$ cat config.mk
export PLATFORM = sky130hd
export DESIGN_NAME = regfile_write_arbiter_flat
export DESIGN_NICKNAME = d
export VERILOG_FILES = /design/src/rtl/regfile_write_arbiter_if.sv /design/src/rtl/regfile_write_arbiter.sv /design/src/flat_wrapper.sv
export SDC_FILE = /design/constraint.sdc
export NUM_CORES = 1
export LEC_CHECK = 0
export ABC_AREA = 1
export BUFFER_PORTS_ARGS = -buffer_cell sky130_fd_sc_hd__buf_2
export CELL_PAD_IN_SITES_DETAIL_PLACEMENT = 1
export CELL_PAD_IN_SITES_GLOBAL_PLACEMENT = 1
export CORE_AREA = 2 2 149 93
export CTS_CLUSTER_SIZE = 28
export DETAILED_ROUTE_END_ITERATION = 8
export DIE_AREA = 0 0 151 95
export HOLD_SLACK_MARGIN = 0.08
export PLACE_DENSITY = 0.79
export REMOVE_ABC_BUFFERS = 1
export SLEW_MARGIN = 5
export SYNTH_ARGS = -nofsm -noshare
export SYNTH_HDL_FRONTEND = slang
export SYNTH_SLANG_ARGS = --single-unit
$ cat constraint.sdc
create_clock -name clk -period 2.52 [get_ports clk]
set_input_delay 0.126 -clock clk [delete_from_list [all_inputs] [get_ports clk]]
set_output_delay 0.126 -clock clk [all_outputs]
set_load 0.005 [all_outputs]
$ cat src/rtl/regfile_write_arbiter_if.sv
// Bundle of the two writeback request channels, the shared register-file
// write port and the read-address hazard check of regfile_write_arbiter.
interface regfile_write_arbiter_if #(
    parameter int DATA_WIDTH = 16,
    parameter int REGBITS    = 4
);
    logic                  a_valid;
    logic                  a_ready;
    logic [REGBITS-1:0]    a_addr;
    logic [DATA_WIDTH-1:0] a_data;

    logic                  b_valid;
    logic                  b_ready;
    logic [REGBITS-1:0]    b_addr;
    logic [DATA_WIDTH-1:0] b_data;

    logic                  writeEn;
    logic [REGBITS-1:0]    dstAddr;
    logic [DATA_WIDTH-1:0] writeData;

    logic [REGBITS-1:0]    srcAddr;
    logic [REGBITS-1:0]    srcAddr2;
    logic                  hazard;

    logic                  busy;
    logic                  last_grant;

    modport master (
        output a_valid, a_addr, a_data,
        output b_valid, b_addr, b_data,
        output srcAddr, srcAddr2,
        input  a_ready, b_ready,
        input  writeEn, dstAddr, writeData,
        input  hazard, busy, last_grant
    );

    modport slave (
        input  a_valid, a_addr, a_data,
        input  b_valid, b_addr, b_data,
        input  srcAddr, srcAddr2,
        output a_ready, b_ready,
        output writeEn, dstAddr, writeData,
        output hazard, busy, last_grant
    );
endinterface

$ cat src/rtl/regfile_write_arbiter.sv
// Round-robin arbiter sharing one register-file write port between the ALU
// (A) and load (B) writeback paths, each buffered by a 2-entry queue.
module regfile_write_arbiter #(
    parameter int DATA_WIDTH = 16,
    parameter int REGBITS    = 4
) (
    input logic                   clk,
    input logic                   reset,
    regfile_write_arbiter_if.slave bus
);

    // Index 0 is requester A, index 1 is requester B.
    logic [REGBITS-1:0]    q_addr [2][2];
    logic [DATA_WIDTH-1:0] q_data [2][2];
    logic                  head   [2];
    logic                  tail   [2];
    logic [1:0]            count  [2];

    logic                  in_valid [2];
    logic [REGBITS-1:0]    in_addr  [2];
    logic [DATA_WIDTH-1:0] in_data  [2];
    logic                  ready    [2];
    logic                  push     [2];
    logic                  pop      [2];

    logic                  pop_any;
    logic                  grant_b;
    logic [REGBITS-1:0]    head_addr;
    logic [DATA_WIDTH-1:0] head_data;

    logic                  write_en_q;
    logic [REGBITS-1:0]    dst_addr_q;
    logic [DATA_WIDTH-1:0] write_data_q;
    logic                  last_grant_q;
    logic                  hazard_c;

    always_comb begin
        in_valid[0] = bus.a_valid;
        in_addr[0]  = bus.a_addr;
        in_data[0]  = bus.a_data;
        in_valid[1] = bus.b_valid;
        in_addr[1]  = bus.b_addr;
        in_data[1]  = bus.b_data;
        for (int i = 0; i < 2; i++) begin
            ready[i] = (count[i] != 2'd2);
            push[i]  = in_valid[i] && ready[i];
        end
    end

    // On a tie the side that did not win last time is served; last_grant=1 means B won last.
    always_comb begin
        pop_any = 1'b0;
        grant_b = 1'b0;
        if (count[0] != 2'd0 && count[1] != 2'd0) begin
            pop_any = 1'b1;
            grant_b = ~last_grant_q;
        end else if (count[0] != 2'd0) begin
            pop_any = 1'b1;
        end else if (count[1] != 2'd0) begin
            pop_any = 1'b1;
            grant_b = 1'b1;
        end
        pop[0]    = pop_any && !grant_b;
        pop[1]    = pop_any && grant_b;
        head_addr = q_addr[grant_b][head[grant_b]];
        head_data = q_data[grant_b][head[grant_b]];
    end

    always_ff @(posedge clk) begin
        for (int i = 0; i < 2; i++) begin
            if (push[i]) begin
                q_addr[i][tail[i]] <= in_addr[i];
                q_data[i][tail[i]] <= in_data[i];
            end
        end
    end

    always_ff @(posedge clk) begin
        if (reset) begin
            for (int i = 0; i < 2; i++) begin
                head[i]  <= 1'b0;
                tail[i]  <= 1'b0;
                count[i] <= 2'd0;
            end
            write_en_q   <= 1'b0;
            dst_addr_q   <= '0;
            write_data_q <= '0;
            last_grant_q <= 1'b1;
        end else begin
            for (int i = 0; i < 2; i++) begin
                if (push[i]) tail[i] <= ~tail[i];
                if (pop[i])  head[i] <= ~head[i];
                case ({push[i], pop[i]})
                    2'b10:   count[i] <= count[i] + 2'd1;
                    2'b01:   count[i] <= count[i] - 2'd1;
                    default: count[i] <= count[i];
                endcase
            end
            write_en_q <= pop_any;
            if (pop_any) begin
                dst_addr_q   <= head_addr;
                write_data_q <= head_data;
                last_grant_q <= grant_b;
            end
        end
    end

    // A queue slot is live when the queue is full, or it is the head of a one-entry queue.
    always_comb begin
        hazard_c = write_en_q &&
                   (dst_addr_q == bus.srcAddr || dst_addr_q == bus.srcAddr2);
        for (int i = 0; i < 2; i++) begin
            for (int j = 0; j < 2; j++) begin
                if ((count[i] == 2'd2 || (count[i] == 2'd1 && head[i] == 1'(j))) &&
                    (q_addr[i][j] == bus.srcAddr || q_addr[i][j] == bus.srcAddr2))
                    hazard_c = 1'b1;
            end
        end
    end

    assign bus.a_ready    = ready[0];
    assign bus.b_ready    = ready[1];
    assign bus.writeEn    = write_en_q;
    assign bus.dstAddr    = dst_addr_q;
    assign bus.writeData  = write_data_q;
    assign bus.last_grant = last_grant_q;
    assign bus.hazard     = hazard_c;
    assign bus.busy       = (count[0] != 2'd0) || (count[1] != 2'd0) || write_en_q;

endmodule

$ cat src/flat_wrapper.sv
// flat-port wrapper written by rule: the top's interface ports become plain ports
module regfile_write_arbiter_flat 
#(
    parameter int DATA_WIDTH = 16,
    parameter int REGBITS    = 4
)
  (clk, reset, bus_a_valid, bus_a_addr, bus_a_data, bus_b_valid, bus_b_addr, bus_b_data, bus_srcAddr, bus_srcAddr2, bus_a_ready, bus_b_ready, bus_writeEn, bus_dstAddr, bus_writeData, bus_hazard, bus_busy, bus_last_grant);
  regfile_write_arbiter_if #(.DATA_WIDTH(DATA_WIDTH), .REGBITS(REGBITS)) bus_i ();
  input logic clk;
  input logic reset;
  input wire logic [$bits(bus_i.a_valid)-1:0] bus_a_valid;
  input wire logic [$bits(bus_i.a_addr)-1:0] bus_a_addr;
  input wire logic [$bits(bus_i.a_data)-1:0] bus_a_data;
  input wire logic [$bits(bus_i.b_valid)-1:0] bus_b_valid;
  input wire logic [$bits(bus_i.b_addr)-1:0] bus_b_addr;
  input wire logic [$bits(bus_i.b_data)-1:0] bus_b_data;
  input wire logic [$bits(bus_i.srcAddr)-1:0] bus_srcAddr;
  input wire logic [$bits(bus_i.srcAddr2)-1:0] bus_srcAddr2;
  output wire logic [$bits(bus_i.a_ready)-1:0] bus_a_ready;
  output wire logic [$bits(bus_i.b_ready)-1:0] bus_b_ready;
  output wire logic [$bits(bus_i.writeEn)-1:0] bus_writeEn;
  output wire logic [$bits(bus_i.dstAddr)-1:0] bus_dstAddr;
  output wire logic [$bits(bus_i.writeData)-1:0] bus_writeData;
  output wire logic [$bits(bus_i.hazard)-1:0] bus_hazard;
  output wire logic [$bits(bus_i.busy)-1:0] bus_busy;
  output wire logic [$bits(bus_i.last_grant)-1:0] bus_last_grant;
  assign bus_i.a_valid = bus_a_valid;
  assign bus_i.a_addr = bus_a_addr;
  assign bus_i.a_data = bus_a_data;
  assign bus_i.b_valid = bus_b_valid;
  assign bus_i.b_addr = bus_b_addr;
  assign bus_i.b_data = bus_b_data;
  assign bus_i.srcAddr = bus_srcAddr;
  assign bus_i.srcAddr2 = bus_srcAddr2;
  assign bus_a_ready = bus_i.a_ready;
  assign bus_b_ready = bus_i.b_ready;
  assign bus_writeEn = bus_i.writeEn;
  assign bus_dstAddr = bus_i.dstAddr;
  assign bus_writeData = bus_i.writeData;
  assign bus_hazard = bus_i.hazard;
  assign bus_busy = bus_i.busy;
  assign bus_last_grant = bus_i.last_grant;
  regfile_write_arbiter #(.DATA_WIDTH(DATA_WIDTH), .REGBITS(REGBITS)) u_core (.clk(clk), .reset(reset), .bus(bus_i));
endmodule
==> results.yml <==
floorplanning:
  die_height_um: 95
  chipWidth_um: 151
  rows: 33
  floorplan.initialDensity_pct: 38.8
  die_area_um2: 14300
  io_pins: 78
  core_um2: 13100
global_route:
  grt-ovfl-total: 0
  antenna_found_initial: 0
  grt_pass1_vias: 4224
  track_usage_pct: 20.2
  grt_pass1_wl_mm: 21.7
  grt_max_degree: 28
critical_path:
  cpMaxStageDelayCell: "edfxtp_1"
  crit_required_ps: 2760
  cp-end-kind: "register"
  cp_top_family: "buffers and inverters"
  rrSetupSlack_ps: 370
  path_cells: "inv_1 -> ha_1 -> inv_1 -> nand2_2 -> nand2_4 -> buf_4 -> nand2_1 -> o21ai_2 -> buf_4 -> nand3_1 -> nand3_1 -> nand2_1"
  path_class: "register to register"
  timing.critical_path.buf_inv: 4
  arrival_ps: 2390
  cpPeakStageDelay_ps: 380
  critPathLaunchType: "register"
  cp_max_fo: 27
cells_and_area:
  fin_area_um2: 6310
  drive_gt1_share_pct: 17.8
  syn_to_final_growth_pct: 24.0
  final_cells: 843
  nets: 725
  n_antenna_cell: 0
  fill_cells: 1535
timing:
  slew-limit-headroom_pct: 70.8
  rsz0062_at_grt: "no"
  hold_violations: 0
  skew_ps: 8.52
  worstMarginPinSlew_ps: 437
  setup_viol: 0
  report.final.slew_viol_count: 0
  fin_crit_sh_pct: 85.3
  setup_tns_ps: 0
  fin_crit_ps: 2150
  fmax_mhz: 465
  whs_ps: 212
clock_network:
  cts_tree: "yes"
  insertion_delay_ps: 350
  clock_sinks: 110
  ctsResizeCount: 0
  root_buffer: "clkbuf_16"
  post-cts-setup-buffer-count: 0
  cts.clk_slew.worst_paths_ps: 70
  cts_buffers: 9
  ctsLongestPathBuffers: 2
  cts_hold_buf: 40
  htree_levels: 3
yosys:
  yosys.cell_types.count: 27
  async_flop_share_pct: 0
  synth_top_area_share_pct: 51.9
  synth_common_cells: "nand2_1, edfxtp_1, nand3_1"
  syn-cell-area_um2: 5090
  ys_seq_elements: 110
  synth_area_leader_cell: "edfxtp_1"
  synth-edff-count: 88
  yosysWarnings: 0
  synth-main-ff-cell: "edfxtp_1"
  synthMostInstantiatedCell: "nand2_1"
  avgSynthCellArea_um2: 9.37
  synth_cells: 543
  yosys-top-cells-area: "edfxtp_1, nand2_1, dfxtp_1"
  synth_seq_area_share_pct: 60.6
power:
  peakVddDrop_uv: 542
  power.total_mw: 6.91
  p_clk_share_pct: 18.7
  leakage_nw: 2.85
  internal-power_mw: 4.10
  combPwrFrac_pct: 42.1
  swShare_pct: 40.7
  netSwitchingPower_mw: 2.81
  power_density_nw_per_um2: 1100
  pwr-share-seq_pct: 39.2
placement:
  placed_area_um2: 5650
  gp_congestion: 0.871
  port_buffers: 77
  hpwl_mm: 9.88
  dp.cells: 787
detailed_routing:
  vias: 4088
  drt_iter0_drc: 221
  wl_met1_mm: 6.51
  dr.pass1.iters: 4
  wl_mm: 13.8
  vias_per_cell: 4.85
  route.met2.wl_mm: 6.56
  highest_layer: "met4"
  ant_nets: 0
  wl_per_cell_um: 16.3
  met3_length_um: 521
  drc: 0
status:
  status: "completed"
worst_hold_path:
  hold_class: "input port to register"
job:
  drv_cap: 0
-- worst min-delay path, stage by stage --
cell and delay [ps]:
buf_2 120, clkinv_1 160, nand3_1 100
-- cells by family after synthesis --
group | Yosys count | synth area share [%]
flops | 110 | 60.6
xor+xnor | 15 | 2.58
compound gates | 28 | 3.07
buf+inv | 69 | 6.69
simple gates | 311 | 24.6
fa+ha+maj | 10 | 2.46
-- cell type report --
| cell class | instances | area (um2) | area share [%] |
|---|---|---|---|
| Inverter | 48 | 188 | 2.97 |
| Clock inverter | 4 | 23.8 | 0.377 |
| Multi-Input combinational cell | 364 | 1680 | 26.6 |
| Sequential cell | 110 | 3080 | 48.9 |
| Tap cell | 175 | 219 | 3.47 |
| Clock buffer | 12 | 236 | 3.75 |
| Timing Repair Buffer | 130 | 883 | 14.0 |
-- sequential cells by signal, indices dropped and copies added, names as in the netlist --
signal / cells
u_core.q_data: 64
u_core.bus.writeData: 16
u_core.q_addr: 16
u_core.bus.dstAddr: 4
u_core.count: 4
u_core.head: 2
u_core.tail: 2
u_core.bus.last_grant: 1
u_core.bus.writeEn: 1
-- per-layer routing --
metal | GRT usage, % | vias up
met5 | 0 | -
met4 | 5.61 | 0
met3 | 4.01 | 14
met2 | 34.9 | 82
met1 | 26.2 | 2008
li1 | - | 1984
-- path summary, 6_finish.rpt --
path	from	to	cells past startpoint
worst max-delay path	u_core.count[0][0]	u_core.bus.writeData[2]	12
worst min-delay path	reset	u_core.bus.last_grant	3
worst min register to register	u_core.bus.writeData[3]	u_core.bus.writeData[3]	2
worst max register to register	u_core.count[0][0]	u_core.bus.writeData[2]	12
-- power by group through the flow --
stage / sequential (mW) / clock, mW / combinational, mW
2_1_floorplan: 2.68 / 0 / 1.78
3_3_place_gp: 2.72 / 0 / 2.70
3_5_place_dp: 2.74 / 0 / 2.87
4_1_cts: 2.71 / 1.31 / 2.93
5_1_grt: 2.75 / 1.36 / 3.31
6_report: 2.71 / 1.29 / 2.91
-- per-stage QoR --
step | util, % | setup WS (ps)
after floorplan | - | 345
after global placement | 43.0 | 478
after detailed placement | 43.0 | 386
after CTS | 48.1 | 381
after global routing | 48.1 | 156
final | 48.1 | 370
-- layout by cell type, fill, tap and decap left out --
cell / instances
a21oi_1: 4
a31oi_1: 1
buf_2: 77
buf_4: 13
clkbuf_1: 3
clkbuf_16: 9
clkinv_1: 3
clkinv_4: 1
clkinvlp_4: 1
dfxtp_1: 22
dlygate4sd3_1: 40
edfxtp_1: 88
ha_1: 10
inv_1: 45
inv_2: 1
inv_8: 1
nand2_1: 217
nand2_2: 4
nand2_4: 1
nand3_1: 50
nor2_1: 32
nor2_2: 6
o21ai_0: 11
o21ai_1: 8
o21ai_2: 4
or2_2: 1
xnor2_1: 1
xor2_1: 14
(Power assumes the default switching activity.)
